File: config.mk
export PLATFORM = sky130hd
export DESIGN_NAME = wallace_mult_pipe
export DESIGN_NICKNAME = d
export VERILOG_FILES = /design/src/rtl/mult_pkg.sv /design/src/rtl/fa.sv /design/src/rtl/wallace_mult_pipe_csa_row.sv /design/src/rtl/wallace_mult_pipe.sv
export SDC_FILE = /design/constraint.sdc
export NUM_CORES = 1
export LEC_CHECK = 0
export ABC_AREA = 1
export BUFFER_PORTS_ARGS = -buffer_cell sky130_fd_sc_hd__buf_2
export CAP_MARGIN = 20
export CORE_MARGIN = 4
export CORE_UTILIZATION = 35
export DETAILED_ROUTE_END_ITERATION = 12
export GPL_TIMING_DRIVEN = 0
export RECOVER_POWER = 25
export SLEW_MARGIN = 20
export SYNTH_ARGS = -nofsm -noshare
export SYNTH_HDL_FRONTEND = slang
export SYNTH_HIERARCHICAL = 1
export SYNTH_SLANG_ARGS = --single-unit
File: constraint.sdc
create_clock -name clk -period 3.5 [get_ports clk]
set_input_delay 0 -clock clk [delete_from_list [all_inputs] [get_ports clk]]
set_output_delay 0 -clock clk [all_outputs]
set_load 0.01 [all_outputs]
File: src/rtl/mult_pkg.sv
// Shared constants, types and elaboration helpers for the pipelined Wallace multiplier.
package mult_pkg;

  localparam int MULT_LATENCY = 3;

  typedef enum logic {
    MODE_UNSIGNED = 1'b0,
    MODE_SIGNED   = 1'b1
  } mult_mode_e;

  // Row count entering a given reduction level (each 3:2 group removes one row).
  function automatic int rows_at_level(input int rows, input int level);
    int n;
    n = rows;
    for (int i = 0; i < level; i++) begin
      n = n - n / 3;
    end
    return n;
  endfunction

  function automatic int wallace_levels(input int rows);
    int n;
    int lv;
    n  = rows;
    lv = 0;
    while (n > 2) begin
      n  = n - n / 3;
      lv = lv + 1;
    end
    return lv;
  endfunction

endpackage

File: src/rtl/fa.sv
// Single-bit full adder cell.
module fa (
  input  logic a,
  input  logic b,
  input  logic ci,
  output logic s,
  output logic co
);

  assign s  = a ^ b ^ ci;
  assign co = (a & b) | (a & ci) | (b & ci);

endmodule

File: src/rtl/wallace_mult_pipe_csa_row.sv
// Vector 3:2 compressor built from fa cells; carry vector is pre-shifted left by one.
module csa_row #(
  parameter int W = 16
) (
  input  logic [W-1:0] x,
  input  logic [W-1:0] y,
  input  logic [W-1:0] z,
  output logic [W-1:0] s,
  output logic [W-1:0] c
);

  logic [W-2:0] co_s;

  for (genvar i = 0; i < W - 1; i++) begin : g_fa
    fa u_fa (
      .a  (x[i]),
      .b  (y[i]),
      .ci (z[i]),
      .s  (s[i]),
      .co (co_s[i])
    );
  end

  // Top column's carry would land beyond the modulus, so only its sum is formed.
  assign s[W-1] = x[W-1] ^ y[W-1] ^ z[W-1];
  assign c      = {co_s, 1'b0};

endmodule

File: src/rtl/wallace_mult_pipe.sv
// Three-stage WIDTH x WIDTH signed/unsigned multiplier: partial products, Wallace
// carry-save reduction, final add. Valid/ready on both sides with bubble collapsing.
module wallace_mult_pipe
  import mult_pkg::*;
#(
  parameter int WIDTH = 8,
  parameter int TAG_W = 4
) (
  input  logic               clk,
  input  logic               rst,
  input  logic               in_valid,
  output logic               in_ready,
  input  logic [WIDTH-1:0]   in_a,
  input  logic [WIDTH-1:0]   in_b,
  input  logic               in_signed,
  input  logic [TAG_W-1:0]   in_tag,
  output logic               out_valid,
  input  logic               out_ready,
  output logic [2*WIDTH-1:0] out_product,
  output logic [TAG_W-1:0]   out_tag,
  output logic               busy
);

  localparam int PW = 2 * WIDTH;
  localparam int NR = WIDTH + 1;
  localparam int NL = wallace_levels(NR);
  localparam logic [PW-1:0] BW_CORR = {1'b1, {(PW - WIDTH - 2){1'b0}}, 1'b1, {WIDTH{1'b0}}};

  logic                        v1_r, v2_r, v3_r;
  logic                        adv1_s, adv2_s, adv3_s;
  logic [WIDTH-1:0][WIDTH-1:0] pp_s;
  logic [WIDTH-1:0][WIDTH-1:0] pp1_r;
  mult_mode_e                  mode_s, mode1_r;
  logic [TAG_W-1:0]            tag1_r, tag2_r, tag3_r;
  logic [NR-1:0][PW-1:0]       rows_s;
  logic [PW-1:0]               sum_s, carry_s, sum2_r, carry2_r, prod3_r;

  assign adv3_s   = !v3_r || out_ready;
  assign adv2_s   = !v2_r || adv3_s;
  assign adv1_s   = !v1_r || adv2_s;
  assign in_ready = adv1_s;
  assign mode_s   = in_signed ? MODE_SIGNED : MODE_UNSIGNED;

  // Partial-product rows; signed mode applies the Baugh-Wooley term inversions.
  always_comb begin
    for (int i = 0; i < WIDTH; i++) begin
      pp_s[i] = (in_a & {WIDTH{in_b[i]}}) ^
                (in_signed ? ((i == WIDTH - 1) ? {1'b0, {(WIDTH - 1){1'b1}}}
                                               : {1'b1, {(WIDTH - 1){1'b0}}})
                           : {WIDTH{1'b0}});
    end
  end

  // Align rows by weight and append the correction row for signed transactions.
  always_comb begin
    for (int i = 0; i < WIDTH; i++) begin
      rows_s[i] = {{WIDTH{1'b0}}, pp1_r[i]} << i;
    end
    rows_s[NR-1] = (mode1_r == MODE_SIGNED) ? BW_CORR : {PW{1'b0}};
  end

  for (genvar k = 0; k < NL; k++) begin : g_lvl
    localparam int NIN  = rows_at_level(NR, k);
    localparam int NG   = NIN / 3;
    localparam int NOUT = NIN - NG;
    logic [NIN-1:0][PW-1:0]  cur;
    logic [NOUT-1:0][PW-1:0] nxt;

    if (k == 0) begin : g_src
      assign cur = rows_s;
    end else begin : g_src
      assign cur = g_lvl[k-1].nxt;
    end

    for (genvar i = 0; i < NG; i++) begin : g_csa
      csa_row #(.W(PW)) u_csa (
        .x (cur[3*i]),
        .y (cur[3*i+1]),
        .z (cur[3*i+2]),
        .s (nxt[2*i]),
        .c (nxt[2*i+1])
      );
    end

    // Rows left over after grouping in threes drop straight to the next level.
    for (genvar j = 2 * NG; j < NOUT; j++) begin : g_pass
      assign nxt[j] = cur[j + NG];
    end
  end

  assign sum_s   = g_lvl[NL-1].nxt[0];
  assign carry_s = g_lvl[NL-1].nxt[1];

  // Pipeline valid bits and data registers, each stage loading when it may advance.
  always_ff @(posedge clk or posedge rst) begin
    if (rst) begin
      v1_r     <= 1'b0;
      v2_r     <= 1'b0;
      v3_r     <= 1'b0;
      pp1_r    <= '0;
      mode1_r  <= MODE_UNSIGNED;
      tag1_r   <= '0;
      tag2_r   <= '0;
      tag3_r   <= '0;
      sum2_r   <= '0;
      carry2_r <= '0;
      prod3_r  <= '0;
    end else begin
      if (adv1_s) begin
        v1_r    <= in_valid;
        pp1_r   <= pp_s;
        mode1_r <= mode_s;
        tag1_r  <= in_tag;
      end
      if (adv2_s) begin
        v2_r     <= v1_r;
        sum2_r   <= sum_s;
        carry2_r <= carry_s;
        tag2_r   <= tag1_r;
      end
      if (adv3_s) begin
        v3_r    <= v2_r;
        prod3_r <= sum2_r + carry2_r;
        tag3_r  <= tag2_r;
      end
    end
  end

  assign out_valid   = v3_r;
  assign out_product = prod3_r;
  assign out_tag     = tag3_r;
  assign busy        = v1_r | v2_r | v3_r;

endmodule
==> results.toml, run 1 <==
[floorplanning]
die_h_um = 164
die_area_um2 = 26700
row_count = 56
die_w_um = 164
initial_utilization = 0.358
core-area_um2 = 23600
io_pins = 48

[timing]
setup_slack_ns = 0.755
fin_skew_ns = 0.0105
tightest_slew_ns = 1.44
slew_violations = 0
period_share = 0.784
tns_ns = 0
slew_headroom = 0.0385
fmax_mhz = 364
hold_viol_final = 0
timing.final.crit_period_ns = 2.74
rsz0062_at_grt = "false"
hold_slack_ns = 0.0426
final-setup-viol-count = 0

[place]
portBuffers = 30
dp_hpwl_mm = 14.8
gp_congestion = 0.832
preCtsSetupSlack_ns = 0.748
dpl-instance-area_um2 = 9370
dp_cells = 1362

[logic_synthesis]
synthFlopType = "dfrtp_1"
async_flop_share = 1.00
yosysSeqAreaShare = 0.378
synth_edf_count = 0
ys_top_cells_by_count = "324 x nand2_1, 128 x dfrtp_1, 126 x nand3_1"
synth_area_leaders = "dfrtp_1 38%, fa_1 25%, nand2_1 14%, nand3_1 7.5%, inv_1 3.1%"
ys_ff_latch = 128
yosysMostFrequentCell = "nand2_1"
syn_area_um2 = 8460
syn-instance-count = 927
yosysWarnings = 6
synth.top_cell.area_share = 0.378
synth_area_per_cell_um2 = 9.13
synth_cell_type_count = 27
yosysTopAreaCell = "dfrtp_1"

[grt]
grt_pass1_wl_mm = 32.6
grt_max_degree = 103
overflow = 0
antenna_found_initial = 0
grtUsageTotal = 0.155
grt_pass1_vias = 6574

[routing]
highest_layer = "met4"
drt_first_pass_iters = 5
vias_per_cell = 4.49
dr_wl_met2_mm = 9.66
routed_wl_mm = 19.3
drt_iter0_markers = 379
wire_per_inst_um = 13.7
via_count = 6341
ant_nets = 0
route.met3.wl_um = 784
wl_met1_mm = 8.53
drc = 0

[setup_path]
cp-end-kind = "register"
critPathLaunchType = "register"
crit_path_max_incr_delay_ns = 0.55
cp_cell_sequence = "fa_1 -> fa_1 -> fa_1 -> fa_1 -> nand2_1 -> nand2_1"
critPathKind = "register to register"
critical-path-slowest-cell = "fa_1"
required_ns = 3.87
cpMostUsedCell = "fa_1"
crit_fanout = 2
critPathArrivalTime_ns = 3.11

[run_status]
status = "complete, no violations"

[pwr]
total_power_mw = 7.41
ir_drop_mv = 0.279
p_leak_nw = 5.24
p_per_area_nw_per_um2 = 732

[cells_and_area]
antennaDiodeCount = 0
stdcell_count = 1411
drive_above_1_share = 0.0824
fill_cells = 2391
nets = 1226
fin_util = 0.429
final_cell_area_um2 = 10100
syn2layout_area_growth_pct = 19.6

[clock_network]
clock_path_buffers = 2
h-tree-depth = 4
cts_tree = "yes"
cts_sinks = 128
cts_buffers = 17
clk_latency_ns = 0.42
path_clk_slew_ns = 0.06
clock-root-buffer = "clkbuf_16"
cts_resized = 0

[run]
maxCapViolCount = 0

[worst_hold_path]
hp-class = "input pin to register"
-- power breakdown --
group          internal, mW  total, mW  switching (mW)
clock                  1.13       1.83           0.692
combinational          1.44       3.45            2.00
sequential             1.88       2.13           0.250
-- cells in the final DEF, fill, tap and decap left out --
cell	Yosys	layout
inv_6	0	1
nor3_1	3	3
clkbuf_1	33	34
fa_1	106	106
inv_1	69	68
nor2_1	25	25
inv_2	3	3
conb_1	8	93
nand3_1	126	126
and2_1	1	1
clkinvlp_4	0	5
nor2_4	1	1
buf_1	4	4
clkinvlp_2	0	1
nand2_1	324	324
buf_6	1	1
clkinv_4	0	2
buf_4	7	7
nand2_2	1	1
o21ai_0	14	14
xnor2_1	4	4
clkbuf_8	0	1
nand4_1	1	1
or2_2	2	2
clkbuf_4	0	1
mux2_2	2	2
xor2_1	15	15
clkbuf_16	0	17
clkinv_2	0	2
bufinv_16	0	3
dfrtp_1	128	128
nor2_8	1	1
nand3b_1	2	2
ha_1	15	15
a21oi_1	21	21
buf_2	10	39
dlygate4sd3_1	0	18
-- worst paths after layout --
kind / slack [ns] / endpoint / cells past startpoint / start
min in group asynchronous: 0.33 / tag1_r[2] / 3 / rst
worst min register to register: 0.47 / out_product[5] / 2 / out_product[5]
worst max register to register: 0.76 / sum2_r[7] / 6 / g_lvl[0].cur[7]
worst min-delay path: 0.04 / g_lvl[0].cur[91] / 3 / in_a[6]
worst max-delay path: 0.76 / sum2_r[7] / 6 / g_lvl[0].cur[7]
max in group asynchronous: 1.11 / g_lvl[0].cur[92] / 4 / rst
-- area by class of cell --
cell class / count / area, µm² / share of cell area
Clock inverter: 13 / 164 / 0.0162
Tap cell: 319 / 399 / 0.0394
Buffer: 55 / 253 / 0.0250
Multi-Input combinational cell: 757 / 5060 / 0.500
Timing Repair Buffer: 49 / 337 / 0.0333
Sequential cell: 128 / 3200 / 0.316
Inverter: 72 / 272 / 0.0268
Clock buffer: 18 / 439 / 0.0434
-- worst max-delay path, delay by kind of cell (launching register included) --
kind	cells	cell delay, ns
adder cells (fa/ha/maj)	4	2.15
flip-flops	1	0.40
AND/OR/NAND/NOR	2	0.14
-- layer usage --
metal	vias up	GRT usage
met2	119	0.256
li1	3081	-
met5	-	0
met1	3114	0.206
met3	27	0.0351
met4	0	0.0484
-- state kept, by name, summed over array words and instances (netlist names) --
name / count
out_product: 16
out_valid: 1
carry2_r: 16
out_tag: 4
v1_r: 1
v2_r: 1
g_lvl.cur: 64
tag1_r: 4
mode1_r: 1
sum2_r: 16
tag2_r: 4
-- cell families (layout without fill, tap and decap cells) --
family,count (synthesis),after routing,share of synthesized area
other cells,8,93,0.00355
buf+inv,127,207,0.0618
flops,128,128,0.378
simple gates,487,487,0.240
fa+ha+maj,121,121,0.273
mux,2,2,0.00266
compound gates,35,35,0.0207
xor+xnor,19,19,0.0197
-- repair_timing --
item,CTS,global route
hold endpoints to repair,179,0
buffers inserted,0,0
hold buffers,18,0
No activity file was read; power rests on OpenSTA's default activity.
==> inputs of run 2 (changes only) <==
clock period = 2.34 ns   (was 3.5 ns; I/O delays follow)
==> results.toml, run 2 (same netlist as run 1, synthesis figures left out) <==
[floorplanning]
initial_utilization = 0.358
die_h_um = 164
die_w_um = 164
io_pins = 48
core-area_um2 = 23600
row_count = 56
die_area_um2 = 26700

[cells_and_area]
antennaDiodeCount = 0
drive_above_1_share = 0.123
nets = 1239
final_cell_area_um2 = 10400
largest_reg_flops = 64
fill_cells = 2334
syn2layout_area_growth_pct = 23.3
final_cell_mix = "320 x nand2_1, 127 x dfrtp_1, 126 x nand3_1"
fin_util = 0.442
stdcell_count = 1425
mostFrequentLayoutCell = "nand2_1"

[setup_path]
cp_cell_sequence = "fa_2 -> fa_1 -> fa_1 -> fa_2 -> nand2_1 -> nand2_1"
reg2reg_depth = 6
cp-end-kind = "register"
critPathKind = "register to register"
crit_fanout = 2
crit_path_max_incr_delay_ns = 0.60
worstReg2RegStart = "g_lvl[0].cur[56]"
critical-path-slowest-cell = "fa_1"
r2r-end = "sum2_r[8]"
required_ns = 2.70
r2r_slack_ns = -0.33
crit_buf_inv = 0
critPathArrivalTime_ns = 3.03
cpLargestDelayFamily = "adder cells"
critPathLaunchType = "register"

[timing]
setup_slack_ns = -0.332
period_share = 1.14
fin_skew_ns = 0.00835
timing.final.crit_period_ns = 2.67
tightest_slew_ns = 1.24
fmax_mhz = 374
hold_viol_final = 0
rsz0062_at_grt = "true"
hold_slack_ns = 0.0198
tns_ns = -5.24
slew_violations = 0
slew_headroom = 0.172
final-setup-viol-count = 26

[grt]
grt_pass1_vias = 6512
antenna_found_initial = 0
grt_max_degree = 35
grtUsageTotal = 0.156
overflow = 0
grt_pass1_wl_mm = 33.0

[pwr]
ir_drop_mv = 0.596
total_power_mw = 11.7
p_leak_nw = 5.36
p_per_area_nw_per_um2 = 1120

[run]
maxCapViolCount = 0

[place]
dpl-instance-area_um2 = 9450
dp_cells = 1365
portBuffers = 30
gp_congestion = 0.819
preCtsSetupSlack_ns = -0.328
dp_hpwl_mm = 14.9

[worst_hold_path]
hp-start = "in_a[7]"
hold_end = "g_lvl[0].cur[126]"
hp-class = "input pin to register"
hold_path_depth = 3

[clock_network]
cts_tree = "yes"
cts_sinks = 128
path_clk_slew_ns = 0.06
clock_path_buffers = 2
clk_latency_ns = 0.43
clock-root-buffer = "clkbuf_16"
cts_buffers = 17
h-tree-depth = 4

[routing]
drt_first_pass_iters = 5
wire_per_inst_um = 13.5
vias_per_cell = 4.45
ant_nets = 0
drc = 0
drt_iter0_markers = 620
routed_wl_mm = 19.3
via_count = 6347

[run_status]
status = "finished with violations"
violations = "negative setup slack"
## run 2: cell count changes in the layout (fill, tap and decap cells not counted), sizes merged
cell	change
buf	+14
bufinv	+5
clkbuf	-1
clkinvlp	-3
dlygate4sd3	-1
dlymetal6s2s	+1
inv	-1
## run 2: power breakdown
group	internal (mW)	switching (mW)	leakage, nW
clock network	2.21	1.01	0.340
logic	2.28	3.05	3.45
registers	2.82	0.360	1.58
## run 2: worst max-delay path by stage
| stage | slack, ns | startpoint | endpoint | cells after the start |
|---|---|---|---|---|
| finish | -0.33 | g_lvl[0].cur[56] | sum2_r[8] | 6 |
| detailed placement | -0.33 | g_lvl[0].cur[87] | sum2_r[8] | 6 |
| floorplan | -0.20 | g_lvl[0].cur[120] | sum2_r[8] | 6 |
| CTS | -0.32 | g_lvl[0].cur[120] | sum2_r[8] | 6 |
| global route | -0.40 | g_lvl[0].cur[55] | sum2_r[7] | 6 |
| global placement | -0.31 | g_lvl[0].cur[75] | sum2_r[11] | 6 |
## run 2: timing repair
action | in CTS | in global routing
pin swaps | 16 | 19
setup buffers | 8 | 3
resized for setup | 11 | 8
endpoints found under the setup margin | 26 | 27
endpoints found under the hold margin | 128 | 0
hold buffers | 17 | 0
## run 2: cell type report
class / count / area, µm² / share of cell area
Inverter: 72 / 272 / 0.0260
Sequential cell: 128 / 3200 / 0.307
Buffer: 55 / 254 / 0.0243
Clock inverter: 14 / 287 / 0.0275
Timing Repair Buffer: 62 / 460 / 0.0441
Multi-Input combinational cell: 757 / 5130 / 0.492
Tap cell: 319 / 399 / 0.0382
Clock buffer: 18 / 429 / 0.0411
## run 2: worst register-to-register path, cell delays in order, from the launching register on
cell and delay, ns:
dfrtp_1 0.40, fa_2 0.50, fa_1 0.60, fa_1 0.45
fa_2 0.54, nand2_1 0.05, nand2_1 0.08
## run 2: metal layers
metal  GRT usage  vias to the layer above  share of wire  routed length [µm]
li1            -                     3121              -                   -
met1       0.231                     3101           0.50                9540
met2       0.238                      108           0.45                8680
met3      0.0341                       17          0.047                 899
met4      0.0316                        0         0.0077                 149
met5           0                        -              0                   0
==> inputs of run 3 (changes only) <==
PLACE_DENSITY = 0.57   (was unset)
==> results.toml, run 3 (same netlist as run 1, synthesis figures left out) <==
[run_status]
status = "finished with violations"
violations = "max-capacitance violations, max-slew violations, negative setup slack"

[cells_and_area]
largest_reg_flops = 64
nets = 1239
syn2layout_area_growth_pct = 21.4
drive_above_1_share = 0.118
stdcell_count = 1425
final_cell_mix = "320 x nand2_1, 127 x dfrtp_1, 126 x nand3_1"
antennaDiodeCount = 0
mostFrequentLayoutCell = "nand2_1"

[setup_path]
critPathKind = "register to register"
crit_fanout = 2
critPathLaunchType = "register"
cp-end-kind = "register"
worstReg2RegStart = "g_lvl[0].cur[126]"
required_ns = 2.70
r2r_slack_ns = -0.32
critPathArrivalTime_ns = 3.02
setup.worst_path.start = "g_lvl[0].cur[126]"

[routing]
ant_nets = 0
wl_met1_mm = 9.69
highest_layer = "met4"
routed_wl_mm = 19.6
wire_per_inst_um = 13.8
via_count = 6293
drt_iter0_markers = 368
dr_wl_met2_mm = 8.87
route.met3.wl_um = 851
vias_per_cell = 4.42
drc = 0
drt_first_pass_iters = 4

[clock_network]
clock-root-buffer = "clkbuf_16"
clk_latency_ns = 0.43
clock_path_buffers = 2
cts_sinks = 128
h-tree-depth = 4
cts_tree = "yes"
path_clk_slew_ns = 0.06
cts_buffers = 17

[grt]
grtUsageTotal = 0.160
grt_pass1_vias = 6479
grt_pass1_wl_mm = 33.6
overflow = 0
antenna_found_initial = 0
grt_max_degree = 34

[timing]
fmax_mhz = 377
setup_slack_ns = -0.315
final-setup-viol-count = 26
period_share = 1.13
hold_viol_final = 0
slew_headroom = -0.0726
rsz0062_at_grt = "true"
slew_violations = 27
tns_ns = -5.42
fin_skew_ns = 0.0104
tightest_slew_ns = 1.61
timing.final.crit_period_ns = 2.66

[place]
gp_congestion = 0.823
dp_hpwl_mm = 15.2
dp_cells = 1365
portBuffers = 30

[floorplanning]
die_w_um = 164
core-area_um2 = 23600
die_h_um = 164
initial_utilization = 0.358
row_count = 56
io_pins = 48
die_area_um2 = 26700

[worst_hold_path]
hp-start = "in_b[7]"
hp-class = "input pin to register"

[run]
maxCapViolCount = 1

[pwr]
p_leak_nw = 5.30
ir_drop_mv = 0.493
p_per_area_nw_per_um2 = 1070
## run 3: changes by cell type in the layout (fill, tap and decap cells not counted), sizes merged
cell | previous run | this run
bufinv | 8 | 2
clkinv | 4 | 9
clkinvlp | 3 | 4
dlygate4sd3 | 17 | 16
dlymetal6s2s | 1 | 0
dlymetal6s4s | 0 | 1
inv | 71 | 72
## run 3: what timing repair did
action / in CTS / in global routing
pin swaps: 17 / 20
buffers inserted: 4 / 8
resized for setup: 5 / 8
endpoints found under the hold margin: 115 / 0
hold buffers: 16 / 0
endpoints found under the setup margin: 26 / 26
## run 3: final timing paths
check                      cells after the start                 to
setup / recovery                               6         sum2_r[14]
max in group asynchronous                      4            mode1_r
hold reg to reg                                2         out_tag[2]
setup reg to reg                               6         sum2_r[14]
hold / removal                                 3  g_lvl[0].cur[126]
min in group asynchronous                      3   g_lvl[0].cur[92]
## run 3: per-stage QoR
stage / setup WS [ns] / util / hold WS, ns / power [mW] / instance area (µm²)
global placement: -0.314 / 0.397 / 0.215 / 8.28 / 9370
global route: -0.384 / 0.435 / 0.0667 / 12.2 / 10300
CTS: -0.311 / 0.433 / 0.000467 / 11.1 / 10200
detailed placement: -0.322 / 0.400 / 0.00298 / 8.40 / 9450
finish: -0.315 / 0.435 / 0.00873 / 11.0 / 10300
floorplan: -0.196 / - / 0.0984 / 7.07 / 8820
## run 3: critical path, cell delays in order (launching register included)
cell and delay (ns):
dfrtp_1 0.43, fa_1 0.51, fa_1 0.49, fa_1 0.51, fa_2 0.55, nand2_2 0.04, nand2_1 0.05
## run 3: final cells by class
cell class	count	area (µm²)
Buffer	55	253
Clock buffer	17	425
Clock inverter	15	144
Fill cell	2330	13300
Inverter	72	272
Multi-Input combinational cell	757	5120
Sequential cell	128	3200
Tap cell	319	399
Timing Repair Buffer	62	455
## run 3: layer usage
| layer | global-route usage | up-vias |
|---|---|---|
| met4 | 0.0332 | 0 |
| li1 | - | 3113 |
| met3 | 0.0336 | 14 |
| met1 | 0.235 | 3049 |
| met5 | 0 | - |
| met2 | 0.247 | 117 |
## run 3: report_power, final
group,internal [mW],leakage [nW],switching (mW)
registers,2.82,1.58,0.367
logic,2.26,3.44,3.03
clock network,1.55,0.278,1.02
total,6.63,5.30,4.41
